**src/rtl/risc_seq_ctrl_if.sv**
```systemverilog
// Memory-side handshake bundle for the RISC sequencer: instruction fetch port
// and data-memory access port. The sequencer is the master; memories are slaves.
interface risc_seq_ctrl_if #(
    parameter int PC_W    = 4,
    parameter int INSTR_W = 8
);
    logic               imem_req;
    logic [PC_W-1:0]    imem_addr;
    logic               imem_ack;
    logic [INSTR_W-1:0] imem_rdata;
    logic               dmem_req;
    logic               dmem_we;
    logic               dmem_ack;

    modport master (
        output imem_req, imem_addr, dmem_req, dmem_we,
        input  imem_ack, imem_rdata, dmem_ack
    );

    modport slave (
        input  imem_req, imem_addr, dmem_req, dmem_we,
        output imem_ack, imem_rdata, dmem_ack
    );
endinterface

```
**src/rtl/risc_seq_ctrl.sv**
```systemverilog
// Multi-cycle control sequencer for the 4-bit RISC datapath: owns PC and IR,
// walks FETCH/DECODE/EXEC/MEM/WB and drives regfile, ALU and memory controls.
module risc_seq_ctrl #(
    parameter int PC_W    = 4,
    parameter int INSTR_W = 8,
    parameter int CNT_W   = 8
) (
    input  logic               clk,
    input  logic               rst_n,
    input  logic               run,
    risc_seq_ctrl_if.master    bus,
    input  logic               zero_flag,
    output logic [1:0]         rf_ra,
    output logic [1:0]         rf_rb,
    output logic               rf_we,
    output logic [1:0]         rf_wsel,
    output logic [1:0]         wb_src,
    output logic [1:0]         alu_op,
    output logic               flag_we,
    output logic [PC_W-1:0]    pc,
    output logic [INSTR_W-1:0] ir,
    output logic               halted,
    output logic               illegal,
    output logic [CNT_W-1:0]   retired
);

    typedef enum logic [2:0] {
        S_FETCH  = 3'd0,
        S_DECODE = 3'd1,
        S_EXEC   = 3'd2,
        S_MEM    = 3'd3,
        S_WB     = 3'd4,
        S_HALT   = 3'd5
    } state_t;

    state_t             state_reg,   state_next;
    logic [PC_W-1:0]    pc_reg,      pc_next;
    logic [INSTR_W-1:0] ir_reg,      ir_next;
    logic [CNT_W-1:0]   retired_reg, retired_next;
    logic               illegal_reg, illegal_next;
    logic               pend_reg,    pend_next;

    logic               retire;
    logic               imem_req_c;
    logic               dmem_req_c;
    logic               rf_we_c;
    logic               flag_we_c;

    // Instruction fields; decode is purely a function of IR, so the derived
    // controls stay stable for the whole instruction once IR is loaded.
    logic [3:0]  opcode;
    logic [1:0]  rd;
    logic [1:0]  rs;
    logic [3:0]  imm;
    logic [15:0] op_hot;

    assign opcode = ir_reg[INSTR_W-1 -: 4];
    assign rd     = ir_reg[3:2];
    assign rs     = ir_reg[1:0];
    assign imm    = ir_reg[3:0];

    genvar gi;
    generate
        for (gi = 0; gi < 16; gi++) begin : g_op_dec
            assign op_hot[gi] = (opcode == 4'(gi));
        end
    endgenerate

    logic is_alu, is_ldi, is_ld, is_st, is_flow, is_halt, is_bad;

    assign is_alu  = op_hot[1] | op_hot[2] | op_hot[3] | op_hot[4];
    assign is_ldi  = op_hot[5];
    assign is_ld   = op_hot[6];
    assign is_st   = op_hot[7];
    assign is_flow = op_hot[0] | op_hot[8] | op_hot[9];
    assign is_halt = op_hot[15];
    assign is_bad  = |op_hot[14:10];

    always_ff @(posedge clk or negedge rst_n) begin
        if (!rst_n) begin
            state_reg   <= S_FETCH;
            pc_reg      <= '0;
            ir_reg      <= '0;
            retired_reg <= '0;
            illegal_reg <= 1'b0;
            pend_reg    <= 1'b0;
        end else begin
            state_reg   <= state_next;
            pc_reg      <= pc_next;
            ir_reg      <= ir_next;
            retired_reg <= retired_next;
            illegal_reg <= illegal_next;
            pend_reg    <= pend_next;
        end
    end

    always_comb begin
        state_next   = state_reg;
        pc_next      = pc_reg;
        ir_next      = ir_reg;
        illegal_next = illegal_reg;
        pend_next    = pend_reg;
        retire       = 1'b0;
        imem_req_c   = 1'b0;
        dmem_req_c   = 1'b0;
        rf_we_c      = 1'b0;
        flag_we_c    = 1'b0;

        case (state_reg)
            S_FETCH: begin
                // A request already on the bus is held until acknowledged,
                // even if run is withdrawn in the meantime.
                imem_req_c = run | pend_reg;
                if (imem_req_c && bus.imem_ack) begin
                    ir_next    = bus.imem_rdata;
                    pc_next    = pc_reg + PC_W'(1);
                    pend_next  = 1'b0;
                    state_next = S_DECODE;
                end else begin
                    pend_next  = imem_req_c;
                end
            end
            S_DECODE: begin
                if (is_bad) begin
                    illegal_next = 1'b1;
                    state_next   = S_HALT;
                end else if (is_halt) begin
                    retire     = 1'b1;
                    state_next = S_HALT;
                end else begin
                    state_next = S_EXEC;
                end
            end
            S_EXEC: begin
                if (is_alu || is_ldi) begin
                    state_next = S_WB;
                end else if (is_ld || is_st) begin
                    state_next = S_MEM;
                end else if (is_flow) begin
                    if (op_hot[8] || (op_hot[9] && zero_flag))
                        pc_next = PC_W'(imm);
                    retire     = 1'b1;
                    state_next = S_FETCH;
                end else begin
                    state_next = S_FETCH;
                end
            end
            S_MEM: begin
                dmem_req_c = 1'b1;
                if (bus.dmem_ack) begin
                    if (is_st) begin
                        retire     = 1'b1;
                        state_next = S_FETCH;
                    end else begin
                        state_next = S_WB;
                    end
                end
            end
            S_WB: begin
                rf_we_c    = 1'b1;
                flag_we_c  = is_alu;
                retire     = 1'b1;
                state_next = S_FETCH;
            end
            S_HALT: begin
                state_next = S_HALT;
            end
            default: begin
                state_next = S_FETCH;
            end
        endcase

        if (retire && (retired_reg != {CNT_W{1'b1}}))
            retired_next = retired_reg + CNT_W'(1);
        else
            retired_next = retired_reg;
    end

    always_comb begin
        alu_op = 2'd0;
        if (op_hot[2]) alu_op = 2'd1;
        if (op_hot[3]) alu_op = 2'd2;
        if (op_hot[4]) alu_op = 2'd3;
    end

    always_comb begin
        wb_src = 2'd0;
        if (is_ldi) wb_src = 2'd1;
        if (is_ld)  wb_src = 2'd2;
    end

    assign rf_wsel = is_ldi ? 2'd0 : rd;
    assign rf_ra   = rd;
    assign rf_rb   = rs;
    assign rf_we   = rf_we_c;
    assign flag_we = flag_we_c;
    assign pc      = pc_reg;
    assign ir      = ir_reg;
    assign halted  = (state_reg == S_HALT);
    assign illegal = illegal_reg;
    assign retired = retired_reg;

    assign bus.imem_req  = imem_req_c;
    assign bus.imem_addr = pc_reg;
    assign bus.dmem_req  = dmem_req_c;
    assign bus.dmem_we   = dmem_req_c & is_st;

endmodule

```
**src/flat_wrapper.sv**
```systemverilog
// flat-port wrapper written by rule: the top's interface ports become plain ports
module risc_seq_ctrl_flat 
#(
    parameter int PC_W    = 4,
    parameter int INSTR_W = 8,
    parameter int CNT_W   = 8
)
  (clk, rst_n, run, zero_flag, rf_ra, rf_rb, rf_we, rf_wsel, wb_src, alu_op, flag_we, pc, ir, halted, illegal, retired, bus_imem_req, bus_imem_addr, bus_dmem_req, bus_dmem_we, bus_imem_ack, bus_imem_rdata, bus_dmem_ack);
  risc_seq_ctrl_if #(.PC_W(PC_W), .INSTR_W(INSTR_W)) bus_i ();
  input  logic clk;
  input  logic rst_n;
  input  logic run;
  input  logic zero_flag;
  output logic [1:0] rf_ra;
  output logic [1:0] rf_rb;
  output logic rf_we;
  output logic [1:0] rf_wsel;
  output logic [1:0] wb_src;
  output logic [1:0] alu_op;
  output logic flag_we;
  output logic [PC_W-1:0] pc;
  output logic [INSTR_W-1:0] ir;
  output logic halted;
  output logic illegal;
  output logic [CNT_W-1:0] retired;
  output wire logic [$bits(bus_i.imem_req)-1:0] bus_imem_req;
  output wire logic [$bits(bus_i.imem_addr)-1:0] bus_imem_addr;
  output wire logic [$bits(bus_i.dmem_req)-1:0] bus_dmem_req;
  output wire logic [$bits(bus_i.dmem_we)-1:0] bus_dmem_we;
  input wire logic [$bits(bus_i.imem_ack)-1:0] bus_imem_ack;
  input wire logic [$bits(bus_i.imem_rdata)-1:0] bus_imem_rdata;
  input wire logic [$bits(bus_i.dmem_ack)-1:0] bus_dmem_ack;
  assign bus_imem_req = bus_i.imem_req;
  assign bus_imem_addr = bus_i.imem_addr;
  assign bus_dmem_req = bus_i.dmem_req;
  assign bus_dmem_we = bus_i.dmem_we;
  assign bus_i.imem_ack = bus_imem_ack;
  assign bus_i.imem_rdata = bus_imem_rdata;
  assign bus_i.dmem_ack = bus_dmem_ack;
  risc_seq_ctrl #(.PC_W(PC_W), .INSTR_W(INSTR_W), .CNT_W(CNT_W)) u_core (.clk(clk), .rst_n(rst_n), .run(run), .bus(bus_i), .zero_flag(zero_flag), .rf_ra(rf_ra), .rf_rb(rf_rb), .rf_we(rf_we), .rf_wsel(rf_wsel), .wb_src(wb_src), .alu_op(alu_op), .flag_we(flag_we), .pc(pc), .ir(ir), .halted(halted), .illegal(illegal), .retired(retired));
endmodule
```
**config.mk**
```make
export PLATFORM = sky130hd
export DESIGN_NAME = risc_seq_ctrl_flat
export DESIGN_NICKNAME = d
export VERILOG_FILES = /design/src/rtl/risc_seq_ctrl_if.sv /design/src/rtl/risc_seq_ctrl.sv /design/src/flat_wrapper.sv
export SDC_FILE = /design/constraint.sdc
export NUM_CORES = 1
export LEC_CHECK = 0
export CORE_ASPECT_RATIO = 2
export CORE_MARGIN = 2
export CORE_UTILIZATION = 40
export CTS_CLUSTER_DIAMETER = 100
export DETAILED_ROUTE_END_ITERATION = 6
export GPL_ROUTABILITY_DRIVEN = 0
export PLACE_DENSITY = 0.73
export SLEW_MARGIN = 20
export SYNTH_ARGS = -nofsm -noshare
export SYNTH_HDL_FRONTEND = slang
export SYNTH_SLANG_ARGS = --single-unit
```
**constraint.sdc**
```tcl
create_clock -name clk -period 2.37 [get_ports clk]
set_clock_uncertainty 0.05 [all_clocks]
set_input_delay 0.5925 -clock clk [delete_from_list [all_inputs] [get_ports clk]]
set_output_delay 0.5925 -clock clk [all_outputs]
set_load 0.01 [all_outputs]
```
==> results list <==
- The run finished with clean final reports.
* Die X: 47.3 µm
* Share of the synthesized area in the top cell type: 0.417
* Count of maximum capacitance violations: 0
* Mapped Cells: 158
- The first global-routing pass estimated 6.12 mm of wire.
* Delay contributed by the slowest stage of the critical path: 0.40 ns
- Internal power comes to 0.00173 W.
- For this run, the leading register cell type out of synthesis is sky130_fd_sc_hd__dfrtp_1.
- The most critical setup path has its startpoint at u_core.ir[5].
* CTS tree: done
- Fraction of power spent switching nets: 0.402
- Worst min-delay path category: reg -> reg
* Switch Pwr: 0.00117 W
- In this run the standard cell core region covers 3610 µm².
* FILL cells: 325
- Largest delay contributor family on the critical path: buffers and inverters
- Clock transition at the registers of the reported paths: 0.08 ns
* Floorplan die area: 4280 µm²
- After the flow finishes, the layout carries non-filler instances totaling 270.
- CTS built an H-tree with a depth of 1.
- Before antenna repair, the detailed router went through 4 iterations.
- Timing analysis after detailed placement gives a worst setup slack of -0.0304 ns.
* Maximum buffer depth of the clock tree: 2
- Worst voltage drop across the vdd grid: 851 µV
- The number of antenna violations at the first check in global routing was 0.
* Total wire length: 3.69 mm
- Compared with the post-synthesis result, the final layout area differs by 47.4%.
- Setup repair after global routing could not meet its margin everywhere.
* Cell type with the highest aggregate area in the netlist: sky130_fd_sc_hd__dfrtp_1
- Reg power frac: 0.275
- Along the worst path, the maximum fanout reaches 4.
- Transition time of the tightest slew-check pin: 0.357 ns
- Largest net degree at the start of global routing: 26
- Net count after synthesis: 174
- Of all flip-flops after synthesis, the portion carrying an async set or reset was 1.00.
- For the worst setup path, the data required time is 1.73 ns.
- The detailed router finished its first iteration with 23 violations.
- Sorting the synthesized cells by area gives the leading types as sky130_fd_sc_hd__dfrtp_1, sky130_fd_sc_hd__mux2_2, sky130_fd_sc_hd__buf_4.
* Min Hold Slack: 0.431 ns
* Leakage power: 0.978 nW
- The mapped netlist covers 1500 µm².
- Cell Chain, Critical Path: buf_4 > or2_2 > o211ai_1 > nor2_1 > dlygate4sd2_1
- Slew Limit Fails: 0
* Launch point of the worst hold path: u_core.illegal
- Yosys warnings: 0
- Normalized max-slew margin: 0.759
- Count of input and output buffers: 54
* Nature of the critical path startpoint: flip-flop
- Later-pin clock latency in the skew report: 0.26 ns
* Pwr dens: 1310 nW/µm²
- Count of flip-flops with a built-in enable after synthesis: 0
- Wire length per cell after detailed routing: 13.7 µm
- Residual DRC count: 0
* Hold-fix buffer count after cts: 0
- Total count of hold-check failures in the final report: 0
- Register bit total from synthesis: 25
- Tot GR Track Use: 0.192
- The largest individual stage delay along the critical path comes from the cell sky130_fd_sc_hd__dfrtp_1.
- The worst setup path is captured at an output port.
* DPL Wire Length: 2.90 mm
* Critical Setup Path Class: reg -> out
- Utilization after layout: 0.613
- Antenna viol nets, final: 0
- 55 I/O pins were placed.
- In the final layout, the share of cells above drive strength 1 is 0.208.
- 0 antenna diodes ended up in the layout.
- Arr. time, crit path: 1.67 ns
- Global route overflow: 0
- The worst path in the final design needs a cycle of 2.32 ns, including I/O delays and setup.
- The worst path meets setup with 0.0539 ns of slack.
* Total number of clock tree sinks: 25
* Number of vias per cell: 5.13
- Derived from the worst setup path, the maximum achievable clock frequency is 0.432 GHz.
* Average instance area after synthesis: 9.49 µm²
- Total negative setup slack: 0 ns
- The routed layout has 1385 vias.
- Placed Cells: 258
- TritonCTS created 3 clock buffers.
- Combinational Power Share: 0.641
- CTS placed an instance of sky130_fd_sc_hd__clkbuf_8 at the clock tree root.
* Number of setup violations in the final report: 0
* Clock group share of total power: 0.084
- Number of buffer and inverter instances along the worst setup path: 2
- In the finished design, the share of the clock period the worst path needs comes to 0.977.
* Number of standard-cell rows in the floorplan: 31
- In this run the critical register-to-register path is launched from u_core.state_reg[0].
- Measured along the y axis, the die boundary spans 90.6 µm.
- Number of distinct library cell variants in the gate-level netlist after synthesis: 38
* Initial cell density of the core: 0.416
- The via count of the first global-routing pass is 1412.
* # nets final: 238
- Of the synthesized area, sequential elements account for 0.417.
[layout by cell type (no fill, tap or decap), types with 3 or more instances in the layout]
| cell type | n |
|---|---|
| sky130_fd_sc_hd__a21oi_1 | 14 |
| sky130_fd_sc_hd__a31oi_1 | 3 |
| sky130_fd_sc_hd__and3_1 | 3 |
| sky130_fd_sc_hd__buf_4 | 21 |
| sky130_fd_sc_hd__clkbuf_8 | 3 |
| sky130_fd_sc_hd__clkdlybuf4s50_1 | 45 |
| sky130_fd_sc_hd__dfrtp_1 | 25 |
| sky130_fd_sc_hd__dlygate4sd2_1 | 4 |
| sky130_fd_sc_hd__dlymetal6s2s_1 | 5 |
| sky130_fd_sc_hd__inv_1 | 3 |
| sky130_fd_sc_hd__mux2_2 | 8 |
| sky130_fd_sc_hd__nand2_1 | 14 |
| sky130_fd_sc_hd__nand2b_1 | 3 |
| sky130_fd_sc_hd__nand3_1 | 4 |
| sky130_fd_sc_hd__nand3b_1 | 3 |
| sky130_fd_sc_hd__nand4_1 | 3 |
| sky130_fd_sc_hd__nor2_1 | 13 |
| sky130_fd_sc_hd__nor3_1 | 4 |
| sky130_fd_sc_hd__o21ai_0 | 11 |
| sky130_fd_sc_hd__or2_2 | 3 |
| sky130_fd_sc_hd__xnor2_1 | 7 |
[cells by family (layout without fill, tap and decap cells)]
group,count (synthesis),after routing,synth area share
AND/OR/NAND/NOR,59,59,0.221
AO/OA/AOI/OAI,36,36,0.157
flip-flops,25,25,0.417
buffers and inverters,20,83,0.0810
XOR/XNOR,8,8,0.0467
multiplexers,8,8,0.0601
adder cells (fa/ha/maj),2,2,0.0167
[cells in the mapped netlist (2+ instances only)]
cell                        n
sky130_fd_sc_hd__nand2_1   14
sky130_fd_sc_hd__buf_2      4
sky130_fd_sc_hd__dfrtp_1   25
sky130_fd_sc_hd__xnor2_1    7
sky130_fd_sc_hd__or2_2      3
sky130_fd_sc_hd__and3_1     3
sky130_fd_sc_hd__a31oi_1    3
sky130_fd_sc_hd__nand3_1    4
sky130_fd_sc_hd__a21oi_1   14
sky130_fd_sc_hd__o21ai_0   11
sky130_fd_sc_hd__mux2_2     8
sky130_fd_sc_hd__nand2b_1   3
sky130_fd_sc_hd__nor2_1    13
sky130_fd_sc_hd__nor3_1     4
sky130_fd_sc_hd__ha_1       2
sky130_fd_sc_hd__nand4_1    3
sky130_fd_sc_hd__buf_4     11
sky130_fd_sc_hd__nand3b_1   3
sky130_fd_sc_hd__inv_1      3
sky130_fd_sc_hd__nor2b_1    2
[what timing repair did]
| action | 4_1_cts | 5_1_grt |
|---|---|---|
| buffers inserted | 3 | 5 |
| endpoints found under the hold margin | 0 | 0 |
| resized for setup | 5 | 5 |
| setup endpoints to repair | 9 | 7 |
| pin swaps | 1 | 0 |
[routing by layer]
layer  up-vias  share of wire  GRT usage
li1        665              -          -
met1       659           0.35      0.200
met2        49           0.58      0.341
met3        12          0.036     0.0220
met4         0          0.037     0.0995
met5         -              0          0
[worst paths after layout]
kind,end,cells past startpoint,slack [ns]
max,flag_we,5,0.05
min,u_core.illegal,1,0.43
max reg2reg,u_core.retired[1],5,0.44
min reg2reg,u_core.illegal,1,0.43
max in group asynchronous,u_core.state_reg[0],2,1.38
min in group asynchronous,u_core.ir[7],2,0.64
[metrics by stage]
stage	cell area [µm²]	power, W
4_1_cts	2160	0.00289
3_5_place_dp	2090	0.00261
6_report	2210	0.00290
3_3_place_gp	2090	0.00257
5_1_grt	2210	0.00314
2_1_floorplan	1500	0.00185
[layout make-up]
| cell class | instances | area (µm²) | area share |
|---|---|---|---|
| Sequential cell | 25 | 626 | 0.283 |
| Tap cell | 49 | 61.3 | 0.0277 |
| Inverter | 4 | 15.0 | 0.00680 |
| Timing Repair Buffer | 75 | 706 | 0.319 |
| Multi-Input combinational cell | 113 | 757 | 0.343 |
| Clock buffer | 4 | 45.0 | 0.0204 |
[power by group through the flow]
| stage | Combinational [W] | Clock, W | Sequential (W) |
|---|---|---|---|
| after detailed placement | 0.00178 | 0 | 0.000826 |
| after global placement | 0.00176 | 0 | 0.000811 |
| after CTS | 0.00183 | 0.000254 | 0.000804 |
| after floorplan | 0.00102 | 0 | 0.000831 |
| after global routing | 0.00204 | 0.000271 | 0.000830 |
| final | 0.00186 | 0.000244 | 0.000797 |
(Power assumes the default switching activity.)
==> variant 1 (same settings) <==
`CNT_W` is set to 8 in 2 places; all go to 6.
--- a/src/rtl/risc_seq_ctrl.sv
+++ b/src/rtl/risc_seq_ctrl.sv
@@ -5,3 +5,3 @@
     parameter int INSTR_W = 8,
-    parameter int CNT_W   = 8
+    parameter int CNT_W   = 6
 ) (
--- a/src/flat_wrapper.sv
+++ b/src/flat_wrapper.sv
@@ -5,3 +5,3 @@
     parameter int INSTR_W = 8,
-    parameter int CNT_W   = 8
+    parameter int CNT_W   = 6
 )
Interface: changed (resized retired); port bits go from 55 to 53. The function was not compared with the original's and may differ.
==> variant 1 against the unedited design <==
  * Design area increased by 0.40%
  * Synthesized cell count increased by 1.9%
  * Total power increased by 4.1%
  * Sequential power increased by 3.8%
  * Sequential cell count decreased by 2
  * Routed wire length increased by 8.8%
  * Largest cell class unchanged
  * Setup slack got worse by 0.0019 ns
  * Final cell count increased by 1.5%
  * Synthesized area decreased by 0.58%
  * Die area decreased by 0.54%
  * Critical path type unchanged
  * Critical endpoint is now rf_we
==> variant 1: results (changes against the unedited design) <==
rr_startpoint: "u_core.state_reg[1]$_DFFE_PN0P_"
largest_reg_flops: 8
antennaDiodeCount: 0  # unchanged
clk_path_buf_depth: 2  # unchanged
ff2ff_path_depth: 6  # +1
swShare_pct: 42.0  # +1.8 points
dp_hpwl_um: 2950  # +1.6%
reg2reg_slack_ns: 0.34  # -0.10 ns
startpoint: "u_core.state_reg[0]$_DFFE_PN0P_"
pre_cts_slack_ns: -0.00803  # +0.0223 ns
synth_area_leaders: "dfrtp_1 (39%), nand2_1 (7.1%), buf_4 (4.5%)"
port_buffers: 52  # -3.7%
hold_depth: 1  # unchanged
cts_root_buffer: "clkbuf_8"
worstPathArrival_ns: 1.68
synth_async_sr_flop_share_pct: 100  # unchanged
ir_drop_mv: 0.884  # +3.9%
grt_pass1_wl_um: 6460  # +5.5%
synth_cell_type_count: 46  # +21%
whs_ns: 0.434  # +0.00236 ns
synth_warnings: 0  # unchanged
drt_iter0_drc: 31  # +35%
cp_max_fo: 7  # +3
synthTopCellsByCount: "nand2_1 (28), dfrtp_1 (23), a21oi_1 (9), buf_4 (9), o21ai_0 (8)"
maxSlewHeadroom_pct: 70.7  # -5.2 points
fill_cells: 324  # -0.31%
layout-drive-gt1-share_pct: 21.3  # +0.52 points
routed-via-count: 1455  # +5.1%
dr.pass1.iters: 4  # unchanged
placed_area_um2: 2090  # -0.18%
grt_usage_pct: 20.0  # +0.72 points
min_from: "u_core.illegal$_DFFE_PN0P_"
outcome: "complete, no violations"
place_inst: 263  # +1.9%
synth_nets: 177  # +1.7%
wl_um: 4010  # +8.8%
hold-path-endpoint: "u_core.illegal$_DFFE_PN0P_"
rr_endpoint: "u_core.retired[3]$_DFFE_PN0P_"
yosysSeqAreaShare_pct: 38.6  # -3.1 points
grt_max_degree: 24  # -7.7%
avgSynthCellArea_um2: 9.26  # -2.4%
final_cells: 274  # +1.5%
final_net_count: 242  # +1.7%
leakagePower_nw: 1.01  # +3.5%
==> variant 1: cell types whose count changed in the layout (fill, tap and decap cells not counted), sizes merged, moves of 3 or more <==
cell	unedited run	this run
nand2	14	28
nor2	14	4
a21oi	15	9
mux2	8	2
xnor2	7	1
a211oi	0	5
buf	21	25
xor2	1	5
nand4	3	0
nor3	4	7
o21ai	11	8
==> variant 1: per-layer routing <==
layer | global-route usage, % | part of all wire (%) | vias to the layer above | routed length, um
met5 | 0 | 0 | - | 0
met4 | 6.71 | 1.7 | 0 | 67
li1 | - | - | 689 | -
met1 | 24.3 | 38 | 701 | 1530
met2 | 34.4 | 55 | 59 | 2210
met3 | 2.00 | 5.1 | 6 | 206
==> variant 1: cell families (layout without fill, tap and decap cells) <==
logic type	Yosys count	count (layout)	synth area share (%)
flip-flops	23	23	38.6
XOR/XNOR	6	6	3.53
multiplexers	2	2	1.51
adder cells (fa/ha/maj)	2	2	1.68
buffers and inverters	23	87	10.3
AND/OR/NAND/NOR	65	65	23.3
AO/OA/AOI/OAI	40	40	21.0
==> variant 1: power groups by stage <==
stage	Sequential [mW]	Combinational [mW]	Clock, mW
2_1_floorplan	0.836	1.03	0
3_3_place_gp	0.820	1.80	0
3_5_place_dp	0.838	1.84	0
4_1_cts	0.829	1.89	0.251
5_1_grt	0.856	2.11	0.268
6_report	0.827	1.94	0.253
==> variant 1: timing repair <==
action / 4_1_cts / 5_1_grt
resized for setup: 9 / 8
endpoints found under the setup margin: 9 / 8
cloned: 0 / 0
endpoints found under the hold margin: 0 / 0
setup buffers: 3 / 4
==> variant 1: worst max-delay path by stage <==
stage,endpoint,slack (ns)
3_3_place_gp,bus_imem_req,0.03
2_1_floorplan,alu_op[1],0.34
3_5_place_dp,u_core.retired[3]$_DFFE_PN0P_,-0.008
4_1_cts,bus_imem_req,0.001
6_report,rf_we,0.05
5_1_grt,rf_we,0.005
==> variant 1: critical path: stages (launching register included) <==
cell	delay [ns]
dfrtp_2	0.48
nor3b_4	0.23
buf_4	0.17
clkdlybuf4s50_1	0.53
==> variant 1: layout make-up <==
type                    count  area, um^2  area share, %
repair buffers             77         728           32.8
well taps                  49        61.3           2.76
inverters                   6        22.5           1.02
clock inverters             1        5.00          0.226
multi-input cells         115         779           35.1
flip-flops and latches     23         581           26.2
clock buffers               3        41.3           1.86
==> variant 2 (same settings) <==
Without the edit above. Encoding of `state_t`: now one-hot (6 bits for 6 states).
--- a/src/rtl/risc_seq_ctrl.sv
+++ b/src/rtl/risc_seq_ctrl.sv
@@ -26,9 +26,9 @@
 
-    typedef enum logic [2:0] {
-        S_FETCH  = 3'd0,
-        S_DECODE = 3'd1,
-        S_EXEC   = 3'd2,
-        S_MEM    = 3'd3,
-        S_WB     = 3'd4,
-        S_HALT   = 3'd5
+    typedef enum logic [5:0] {
+        S_FETCH  = 6'b000001,
+        S_DECODE = 6'b000010,
+        S_EXEC   = 6'b000100,
+        S_MEM    = 6'b001000,
+        S_WB     = 6'b010000,
+        S_HALT   = 6'b100000
     } state_t;
Function: no difference found for any inputs over 10 cycles, from zero or initial values and one cycle with rst_n low; not proved beyond that.
==> variant 2 against the unedited design <==
  * Count of clock-buffer cells in the layout did not move
  * Final cell count rose by 5.9%
  * Setup slack barely moved
  * Routed wire length grew 13%
  * Total power is 8.1% lower
  * Core utilization is 2.4 points lower
  * Sequential cell count up 3
  * Critical path depth fell by 2
  * Critical path type unchanged
  * Sequential share of layout area grew 1.1 points
  * Largest cell class unchanged
  * Global-route usage barely moved
  * Design area up 8.8%
  * Worst hold slack hardly changed
  * Largest power group unchanged
  * Synthesized area rose by 13%
==> variant 2: results (changes against the unedited design) <==
pre_cts_slack_ns: -0.0149  # +0.0155 ns
met3WireLength_um: 132  # -1.5%
reg2reg_slack_ns: 0.29  # -0.15 ns
dr.pass1.iters: 6  # +2
synthTopCellsByCount: "dfrtp_1 (27), nor2_1 (14), buf_4 (12), nand2_1 (12)"
final_net_count: 251  # +5.5%
synth_area_leaders: "dfrtp_1 (40%), buf_4 (5.3%), mux2_2 (5.3%)"
drt_iter0_drc: 36  # +57%
cp_max_fo: 3  # -1
synth_nets: 187  # +7.5%
grtUsageMet1_pct: 19.5  # -0.45 points
synth_cell_type_count: 49  # +29%
ff2ff_path_depth: 6  # +1
grt_usage_pct: 19.2  # about the same
whs_ns: 0.431  # +0.000116 ns
port_buffers: 54  # unchanged
grt_pass1_vias: 1496  # +5.9%
clk_path_buf_depth: 2  # unchanged
rr_endpoint: "u_core.state_reg[0]$_DFFE_PN1P_"
rr_startpoint: "u_core.state_reg[0]$_DFFE_PN1P_"
layout-drive-gt1-share_pct: 20.9  # +0.13 points
ir_drop_mv: 0.653  # -23%
leakagePower_nw: 1.06  # +8.8%
outcome: "complete, no violations"
grt_util_met3_pct: 2.64  # +0.44 points
grt_max_degree: 29  # +12%
via_per_inst: 5.22  # +1.7%
ctsResizeCount: 13  # +8
dp_hpwl_um: 3170  # +9.2%
grt_pass1_wl_um: 7070  # +16%
cts.htree.levels: 1  # unchanged
gr-usage-met2_pct: 38.2  # +4.0 points
wl_met1_um: 1480  # +14%
cts.clk_slew.worst_paths_ns: 0.10  # +0.02 ns
wl_met2_um: 2480  # +17%
yosysSeqAreaShare_pct: 41.5  # -0.27 points
tightestPinTransition_ns: 0.418  # +0.0607 ns
wl_per_cell_um: 14.6  # +6.5%
[variant 2: changes by cell type after synthesis, moves of 3 or more]
cell / change
o211ai_1: +3
nor2b_1: +3
and2_1: +3
a21oi_1: -10
o21ai_0: -3
[variant 2: critical path, stage by stage, from the launching register on]
cell and delay, ns:
dfrtp_1 0.38, and2b_1 0.23, and3b_1 0.23, clkdlybuf4s50_1 0.56
[variant 2: worst max path at each step]
stage | from | endpoint | slack, ns
2_1_floorplan | u_core.ir[4]$_DFFE_PN0P_ | u_core.retired[1]$_DFFE_PN0P_ | 0.44
3_3_place_gp | run | bus_imem_req | 0.003
3_5_place_dp | run | bus_imem_req | -0.01
4_1_cts | u_core.ir[5]$_DFFE_PN0P_ | alu_op[1] | 0.02
5_1_grt | u_core.ir[4]$_DFFE_PN0P_ | wb_src[1] | -0.0008
6_report | u_core.ir[7]$_DFFE_PN0P_ | wb_src[0] | 0.05
[variant 2: stage by stage]
step	instances	instance area, um^2
CTS	283	2370
global route	286	2400
detailed placement	276	2310
global placement	276	2310
finish	286	2400
floorplan	171	1690
[variant 2: cell families after synthesis]
kind of cell | synth area share [%]
flops | 41.5
xor+xnor | 5.69
fa+ha+maj | 1.48
mux | 6.21
compound gates | 16.4
buf+inv | 7.24
simple gates | 21.5
[variant 2: final cells by class]
class | count | area (um^2)
Fill cell | 360 | 1680
Multi-Input combinational cell | 123 | 876
Sequential cell | 28 | 708
Timing Repair Buffer | 76 | 699
Tap cell | 52 | 65.1
Clock buffer | 4 | 45.0
Inverter | 3 | 11.3
[variant 2: report_power, final]
| part | switching, mW | internal [mW] |
|---|---|---|
| clock | 0.145 | 0.120 |
| sequential | 0.198 | 0.639 |
| combinational | 0.667 | 0.896 |
| total | 1.01 | 1.66 |
